### config.mk
export PLATFORM = sky130hd
export DESIGN_NAME = wb_scoreboard
export DESIGN_NICKNAME = d
export VERILOG_FILES = /design/src/rtl/wb_scoreboard.sv
export SDC_FILE = /design/constraint.sdc
export NUM_CORES = 1
export LEC_CHECK = 0
export CAP_MARGIN = 20
export CORE_MARGIN = 3
export CORE_UTILIZATION = 40
export DETAILED_ROUTE_END_ITERATION = 10
export GPL_TIMING_DRIVEN = 0
export REMOVE_ABC_BUFFERS = 1
export SLEW_MARGIN = 5
export SYNTH_ARGS = -nofsm -noshare
export SYNTH_HDL_FRONTEND = slang
export SYNTH_SLANG_ARGS = --single-unit
### constraint.sdc
create_clock -name clk -period 4.7 [get_ports clk]
set_input_delay 0.94 -clock clk [delete_from_list [all_inputs] [get_ports clk]]
set_output_delay 0.94 -clock clk [all_outputs]
set_load 0.01 [all_outputs]
### src/rtl/wb_scoreboard.sv
`default_nettype none
// ============================================================================
//  Module   : wb_scoreboard
//  Brief    : Register-file writeback scoreboard. Expected {reg, data} entries
//             are queued in a FIFO and compared in order against the observed
//             register-file writes. Matches, mismatches, unexpected writes,
//             FIFO overflow and stall timeout are tracked, and the run ends
//             in DONE (clean) or FAIL.
//  Revision : 1.0 - initial release
// ============================================================================
module wb_scoreboard #(
    parameter int DATA_W      = 16,
    parameter int REG_W       = 3,
    parameter int DEPTH       = 8,
    parameter int TO_CYC      = 64,
    parameter int STOP_ON_ERR = 0
) (
    input  logic                     clk,
    input  logic                     rst,
    input  logic                     exp_push,
    input  logic [REG_W-1:0]         exp_reg,
    input  logic [DATA_W-1:0]        exp_data,
    input  logic                     start,
    input  logic                     finish,
    input  logic                     wb_valid,
    input  logic [REG_W-1:0]         wb_reg,
    input  logic [DATA_W-1:0]        wb_data,
    output logic                     exp_full,
    output logic [$clog2(DEPTH):0]   pend,
    output logic [7:0]               err_cnt,
    output logic [7:0]               match_cnt,
    output logic                     done,
    output logic                     fail,
    output logic                     timeout,
    output logic                     overflow
);

    localparam int c_PTR_W   = $clog2(DEPTH);
    localparam int c_CNT_W   = c_PTR_W + 1;
    localparam int c_STALL_W = $clog2(TO_CYC + 1);

    typedef enum logic [1:0] {
        S_IDLE = 2'd0,
        S_RUN  = 2'd1,
        S_DONE = 2'd2,
        S_FAIL = 2'd3
    } state_t;

    state_t                 r_state;
    state_t                 w_state_next;

    logic [REG_W-1:0]       r_fifo_reg  [DEPTH];
    logic [DATA_W-1:0]      r_fifo_data [DEPTH];
    logic [c_PTR_W-1:0]     r_wr_ptr;
    logic [c_PTR_W-1:0]     r_rd_ptr;
    logic [c_CNT_W-1:0]     r_count;
    logic [7:0]             r_err_cnt;
    logic [7:0]             r_match_cnt;
    logic [c_STALL_W-1:0]   r_stall;
    logic                   r_timeout;
    logic                   r_overflow;

    logic                   w_full;
    logic                   w_accepting;
    logic                   w_run;
    logic                   w_push;
    logic                   w_ovf_evt;
    logic                   w_pop;
    logic                   w_match;
    logic                   w_err;
    logic                   w_stall_inc;
    logic                   w_to_hit;
    logic                   w_clean_end;

    // Event decode: what the FIFO and the comparators do this cycle
    always_comb begin
        w_full      = (r_count == c_CNT_W'(DEPTH));
        w_run       = (r_state == S_RUN);
        w_accepting = (r_state == S_IDLE) || w_run;
        w_push      = exp_push && w_accepting && !w_full;
        w_ovf_evt   = exp_push && w_accepting && w_full;
        // A write with nothing queued is always an error (unexpected write)
        w_pop       = w_run && wb_valid && (r_count != '0);
        w_match     = w_pop && (r_fifo_reg[r_rd_ptr] == wb_reg)
                            && (r_fifo_data[r_rd_ptr] == wb_data);
        w_err       = w_run && wb_valid && !w_match;
        w_stall_inc = w_run && (r_count != '0) && !wb_valid;
        w_to_hit    = w_stall_inc && (r_stall == c_STALL_W'(TO_CYC - 1));
        // Errors and overflow raised in the finish cycle itself still count
        w_clean_end = (r_count == '0) && (r_err_cnt == 8'd0) && !w_err
                      && !r_overflow && !w_ovf_evt;
    end

    // Run-control state register
    always_ff @(posedge clk) begin
        if (rst) begin
            r_state <= S_IDLE;
        end else begin
            r_state <= w_state_next;
        end
    end

    // Run-control next state; DONE and FAIL are terminal until reset
    always_comb begin
        w_state_next = r_state;
        case (r_state)
            S_IDLE: begin
                if (start) begin
                    w_state_next = S_RUN;
                end
            end
            S_RUN: begin
                if (w_to_hit) begin
                    w_state_next = S_FAIL;
                end else if ((STOP_ON_ERR != 0) && w_err) begin
                    w_state_next = S_FAIL;
                end else if (finish) begin
                    w_state_next = w_clean_end ? S_DONE : S_FAIL;
                end
            end
            default: w_state_next = r_state;
        endcase
    end

    // FIFO storage; contents need no reset because the count gates every read
    always_ff @(posedge clk) begin
        if (w_push) begin
            r_fifo_reg[r_wr_ptr]  <= exp_reg;
            r_fifo_data[r_wr_ptr] <= exp_data;
        end
    end

    // Pointers, occupancy, counters and sticky flags
    always_ff @(posedge clk) begin
        if (rst) begin
            r_wr_ptr    <= '0;
            r_rd_ptr    <= '0;
            r_count     <= '0;
            r_err_cnt   <= 8'd0;
            r_match_cnt <= 8'd0;
            r_stall     <= '0;
            r_timeout   <= 1'b0;
            r_overflow  <= 1'b0;
        end else begin
            // Pointers wrap naturally because DEPTH is a power of two
            if (w_push) begin
                r_wr_ptr <= r_wr_ptr + c_PTR_W'(1);
            end
            if (w_pop) begin
                r_rd_ptr <= r_rd_ptr + c_PTR_W'(1);
            end
            case ({w_push, w_pop})
                2'b10:   r_count <= r_count + c_CNT_W'(1);
                2'b01:   r_count <= r_count - c_CNT_W'(1);
                default: r_count <= r_count;
            endcase
            if (w_err && (r_err_cnt != 8'hFF)) begin
                r_err_cnt <= r_err_cnt + 8'd1;
            end
            if (w_match && (r_match_cnt != 8'hFF)) begin
                r_match_cnt <= r_match_cnt + 8'd1;
            end
            r_stall <= w_stall_inc ? (r_stall + c_STALL_W'(1)) : '0;
            if (w_to_hit) begin
                r_timeout <= 1'b1;
            end
            if (w_ovf_evt) begin
                r_overflow <= 1'b1;
            end
        end
    end

    assign exp_full  = w_full;
    assign pend      = r_count;
    assign err_cnt   = r_err_cnt;
    assign match_cnt = r_match_cnt;
    assign done      = (r_state == S_DONE);
    assign fail      = (r_state == S_FAIL);
    assign timeout   = r_timeout;
    assign overflow  = r_overflow;

endmodule
`default_nettype wire

# Word level (Yosys, flattened, before mapping)
# Memory sizes are Yosys's and may differ from the RTL's. A register that Yosys moved wholly into a read port is not among the register bits.
# Cells that the tools add are included.
# op_classes
n_addsub	7
eq_ne	13
n_mux	12
bitwise	1
reduce_logical	32
# op_table
op	count
1-bit logical AND	17
8-bit by 1-bit adder with 8-bit output, second input constant	2
16-bit equality test	1
8-bit inequality test, second input constant	2
3-bit 2-to-1 mux	4
8-bit zero test	1
4-bit case mux with 2 select lines	1
7-bit by 1-bit adder with 7-bit output, second input constant	1
7-bit by 6-bit equality test with 1-bit output, second input constant	1
3-bit by 1-bit adder with 3-bit output, second input constant	2
2-bit equality test, second input constant	3
1-bit zero test	6
2-bit 2-to-1 mux	3
4-bit by 1-bit adder with 4-bit output, second input constant	1
2-bit by 1-bit equality test with 1-bit output, second input constant	2
4-bit equality test, second input constant	1
4-bit zero test	1
2-bit case mux with 2 select lines	1
2-bit nonzero test	2
4-bit nonzero test	1
4-bit by 1-bit subtractor with 4-bit output, second input constant	1
3-bit equality test	1
1-bit 2-to-1 mux	3
3-bit by 2-bit inequality test with 1-bit output, second input constant	1
other kinds (6)	6
# word_totals
register_bits	37
ramBits	152
in_bits	44
out_inout_bits	25
wordCells	76
memories	2
# mem_list
memory	depth	width	read_ports	rd_ports_with_merged_regs	write_ports	line	rtl
r_fifo_data	8	16	1	1	1	53	logic [DATA_W-1:0] r_fifo_data [DEPTH];
r_fifo_reg	8	3	1	1	1	52	logic [REG_W-1:0] r_fifo_reg [DEPTH];

# Logic depth before layout (Yosys ltp)
# depth
depth_word	15
ltp_mapped	12
mapped_depth_nobuf	10

# Worst setup path after synthesis
# Ideal clock, no wire load.
# synth_path
path_type	input port to flip-flop
startpoint	in exp_push
endpoint	mem r_fifo_data[0][0], enable pin
setup_time_ns	0.419
t_arrival_ns	2.916
required_ns	4.281
path_slack_ns	1.365
stages	3
n_path_buf	0
path_cell_list	nor3b_1 -> nand2b_1 -> nor3_1
# synth_between
elab_chain_cells	4
# synth_lines
element	line	rtl
start, declared	20	input logic exp_push,
1-bit logical AND (2 in series)	80	w_push = exp_push && w_accepting && !w_full;
1-bit 2-to-1 mux	127	if (w_push) begin
1-bit 2-to-1 mux (implied by the code)	129	r_fifo_data[r_wr_ptr] <= exp_data;
end, declared	53	
# Every way passes these cells.

==> key figures <==
Clock network
  • Hold buffers post-CTS: 0
  • CTS resizes: 0
  • Reg clk slew, reported paths: 0.07 ns
  • Post-CTS Repair Setup Buffers: 0
  • H-tree levels: 4
  • Root Buffer: clkbuf_16
  • Clock latency on the worst-skew pair: 0.43 ns
  • CTS tree: done
  • TritonCTS Buffers: 17
  • Clk sinks: 192
  • CTS max path bufs: 2

Timing
  • Max Clk Rate: 0.264 GHz
  • Final min period: 3.78 ns
  • Clock Skew: 0.00664 ns
  • Setup Viol. Count Final: 0
  • Final Cycle Share: 0.805
  • Least-Margin Pin Slew: 0.903 ns
  • Final hold vios: 0
  • Final hold slack: 0.454 ns
  • Setup repair after global routing missed its margin: no
  • Max-slew headroom: 0.396
  • Max Slew Vio Count: 0

Synthesis
  • Yosys top cell area share: 0.575
  • Post-synthesis sequential element count: 192
  • Async set-reset flop share out of synthesis: 0
  • Top FF cell, synth: edfxtp_1
  • Register area share after synthesis: 0.676
  • Largest cells by area after synthesis: edfxtp_1, dfxtp_1, mux4_2
  • Cell Area, Synth: 7940 µm²
  • Cell taking the most area after synthesis: edfxtp_1
  • Most common cell in the netlist: edfxtp_1
  • Distinct cells, synth: 47
  • Number of synthesized flops with an enable pin: 152
  • Commonest cells post-synth: edfxtp_1, dfxtp_1, nor2_1
  • Mean post-synth cell area: 15.9 µm²
  • Syn. warnings: 0
  • Cells after Synth: 499

Global routing
  • Vias in the first global route: 4457
  • Overall Global Routing Usage: 0.147
  • Initial antenna violation count: 0
  • Largest net degree at the start of global routing: 26
  • Global-route wire length before repair: 24400 µm
  • GR Overflow Total: 0

Critical path
  • Worst Path Class, Setup: flip-flop to flip-flop
  • Req. time, crit path: 5.02 ns
  • Worst-path maximum fanout: 22
  • Worst Setup End Kind: flip-flop
  • Crit-path cells: buf_16 -> mux4_1 -> mux2i_1 -> xor2_1 -> nand4_1 -> nor4_2 -> and4_1 -> nand2_2 -> mux2_4
  • Crit path DAT: 4.11 ns
  • CP max stage delay: 0.81 ns
  • Worst-path cell with the longest stage delay: dfxtp_2
  • CP top delay family: simple AND/OR/NAND/NOR gates
  • Startpoint Class: flip-flop
  • Bufs and invs on worst path: 1

Finish
  • Design Area, Final: 9620 µm²
  • Max reg flops: 128
  • Area delta synth->final: 21.2%
  • Final net count: 633
  • Fraction of layout cells with a size suffix above 1: 0.149
  • Antenna diode count: 0

Die
  • Placement row count: 50
  • Chip width: 147 µm
  • IO Pins: 69
  • Initial Utilization: 0.416
  • Die height: 147 µm
  • DIE AREA: 21600 µm²
  • Core Region: 19100 µm²

Power and ir drop
  • Pwr dens: 367 nW/µm²
  • Pleak: 3.10 nW
  • Worst VDD drop: 317 µV

Routing
  • Avg WL per Cell: 17.8 µm
  • Via count: 4369
  • WL met1: 6650 µm
  • Drt via density: 5.13
  • DRT iter0 DRCs: 160
  • Routed wire length on met2: 7470 µm
  • DRC violations left: 0
  • DR WL met3: 810 µm
  • Total routed wirelength: 15100 µm
  • Detail Route Antenna Nets: 0
  • Top sig layer: met4
  • First-pass iteration count of the detailed router: 5

Placement
  • GP Congestion: 0.784
  • IO Port Bufs: 68
  • Area after DPL: 9050 µm²
  • HPWL after DPL: 10100 µm

Flow run
  • Max-cap viol count: 0

Worst hold path
  • Worst min-delay path class: flip-flop to flip-flop

Status
  • Status: finished clean
-- final cells by class --
cell class / instances / area [µm²]
clock inverter: 15 / 150
timing repair buffer: 81 / 883
tap: 260 / 325
fill: 1568 / 9460
multi-input combinational: 275 / 2420
inverter: 12 / 45.0
sequential: 192 / 5370
clock buffer: 17 / 425
-- path summary, 6_finish.rpt --
path	from	end	slack, ns	cells past startpoint
setup / recovery	flip-flop	match_cnt[0]$_SDFFE_PP0P_	0.92	9
hold / removal	r_stall[0]$_SDFF_PP0_	r_stall[0]$_SDFF_PP0_	0.45	1
setup reg to reg	flip-flop	match_cnt[0]$_SDFFE_PP0P_	0.92	9
hold reg to reg	r_stall[0]$_SDFF_PP0_	r_stall[0]$_SDFF_PP0_	0.45	1
-- metal layers --
metal,GRT usage,up-vias
met5,0,-
met4,0.0466,0
met3,0.0373,17
met2,0.244,112
met1,0.193,2166
li1,-,2074
-- worst register-to-register path, cell delays in order (launching register included) --
cell and delay, ns:
dfxtp_2 0.81, buf_16 0.26, mux4_1 0.57, mux2i_1 0.18
xor2_1 0.19, nand4_1 0.12, nor4_2 0.38, and4_1 0.69
nand2_2 0.16, mux2_4 0.33
-- where the power goes --
group / leakage, nW / switching, mW / internal (mW) / total [mW]
sequential: 1.70 / 0.0267 / 1.87 / 1.90
combinational: 1.12 / 0.118 / 0.117 / 0.235
clock: 0.285 / 0.651 / 0.750 / 1.40
-- placed cells by master (no fill, tap or decap), types with 3 or more instances in the layout --
cell and n:
a21o_1 3, a21oi_1 19, a221oi_1 3, and2_1 4
and3_1 7, buf_8 6, clkbuf_16 17, clkdlybuf4s50_1 68
clkinv_1 3, clkinv_4 3, dfxtp_1 37, dfxtp_2 3
edfxtp_1 152, ha_1 9, inv_1 12, inv_6 3
inv_8 5, mux2_2 5, mux2i_1 30, mux4_1 7
mux4_2 23, nand2_1 15, nand2b_1 7, nand3_1 9
nand4_1 10, nor2_1 33, nor2_2 5, nor2b_1 7
nor3_1 8, nor4_1 3, o21ai_0 8, or3_1 7
xnor2_1 10, xor2_1 19
-- logic make-up after synthesis --
logic type	after synthesis	share of synthesized area
AO/OA/AOI/OAI	41	0.0306
XOR/XNOR	29	0.0320
adder cells (fa/ha/maj)	10	0.0167
buffers and inverters	32	0.0230
flip-flops	192	0.676
multiplexers	69	0.140
AND/OR/NAND/NOR	126	0.0822
-- metrics by stage --
| stage | utilization | setup slack, ns | total power, mW | TNS (ns) | std cells |
|---|---|---|---|---|---|
| 6_report | 0.504 | 0.916 | 3.54 | 0 | 852 |
| 5_1_grt | 0.504 | 0.600 | 3.68 | 0 | 852 |
| 3_3_place_gp | 0.462 | -0.895 | 2.16 | -33.78 | 807 |
| 2_1_floorplan | - | 1.03 | 2.05 | 0 | 479 |
| 4_1_cts | 0.504 | 0.846 | 3.57 | 0 | 852 |
| 3_5_place_dp | 0.474 | 0.723 | 2.17 | 0 | 820 |
(Power assumes the default switching activity.)
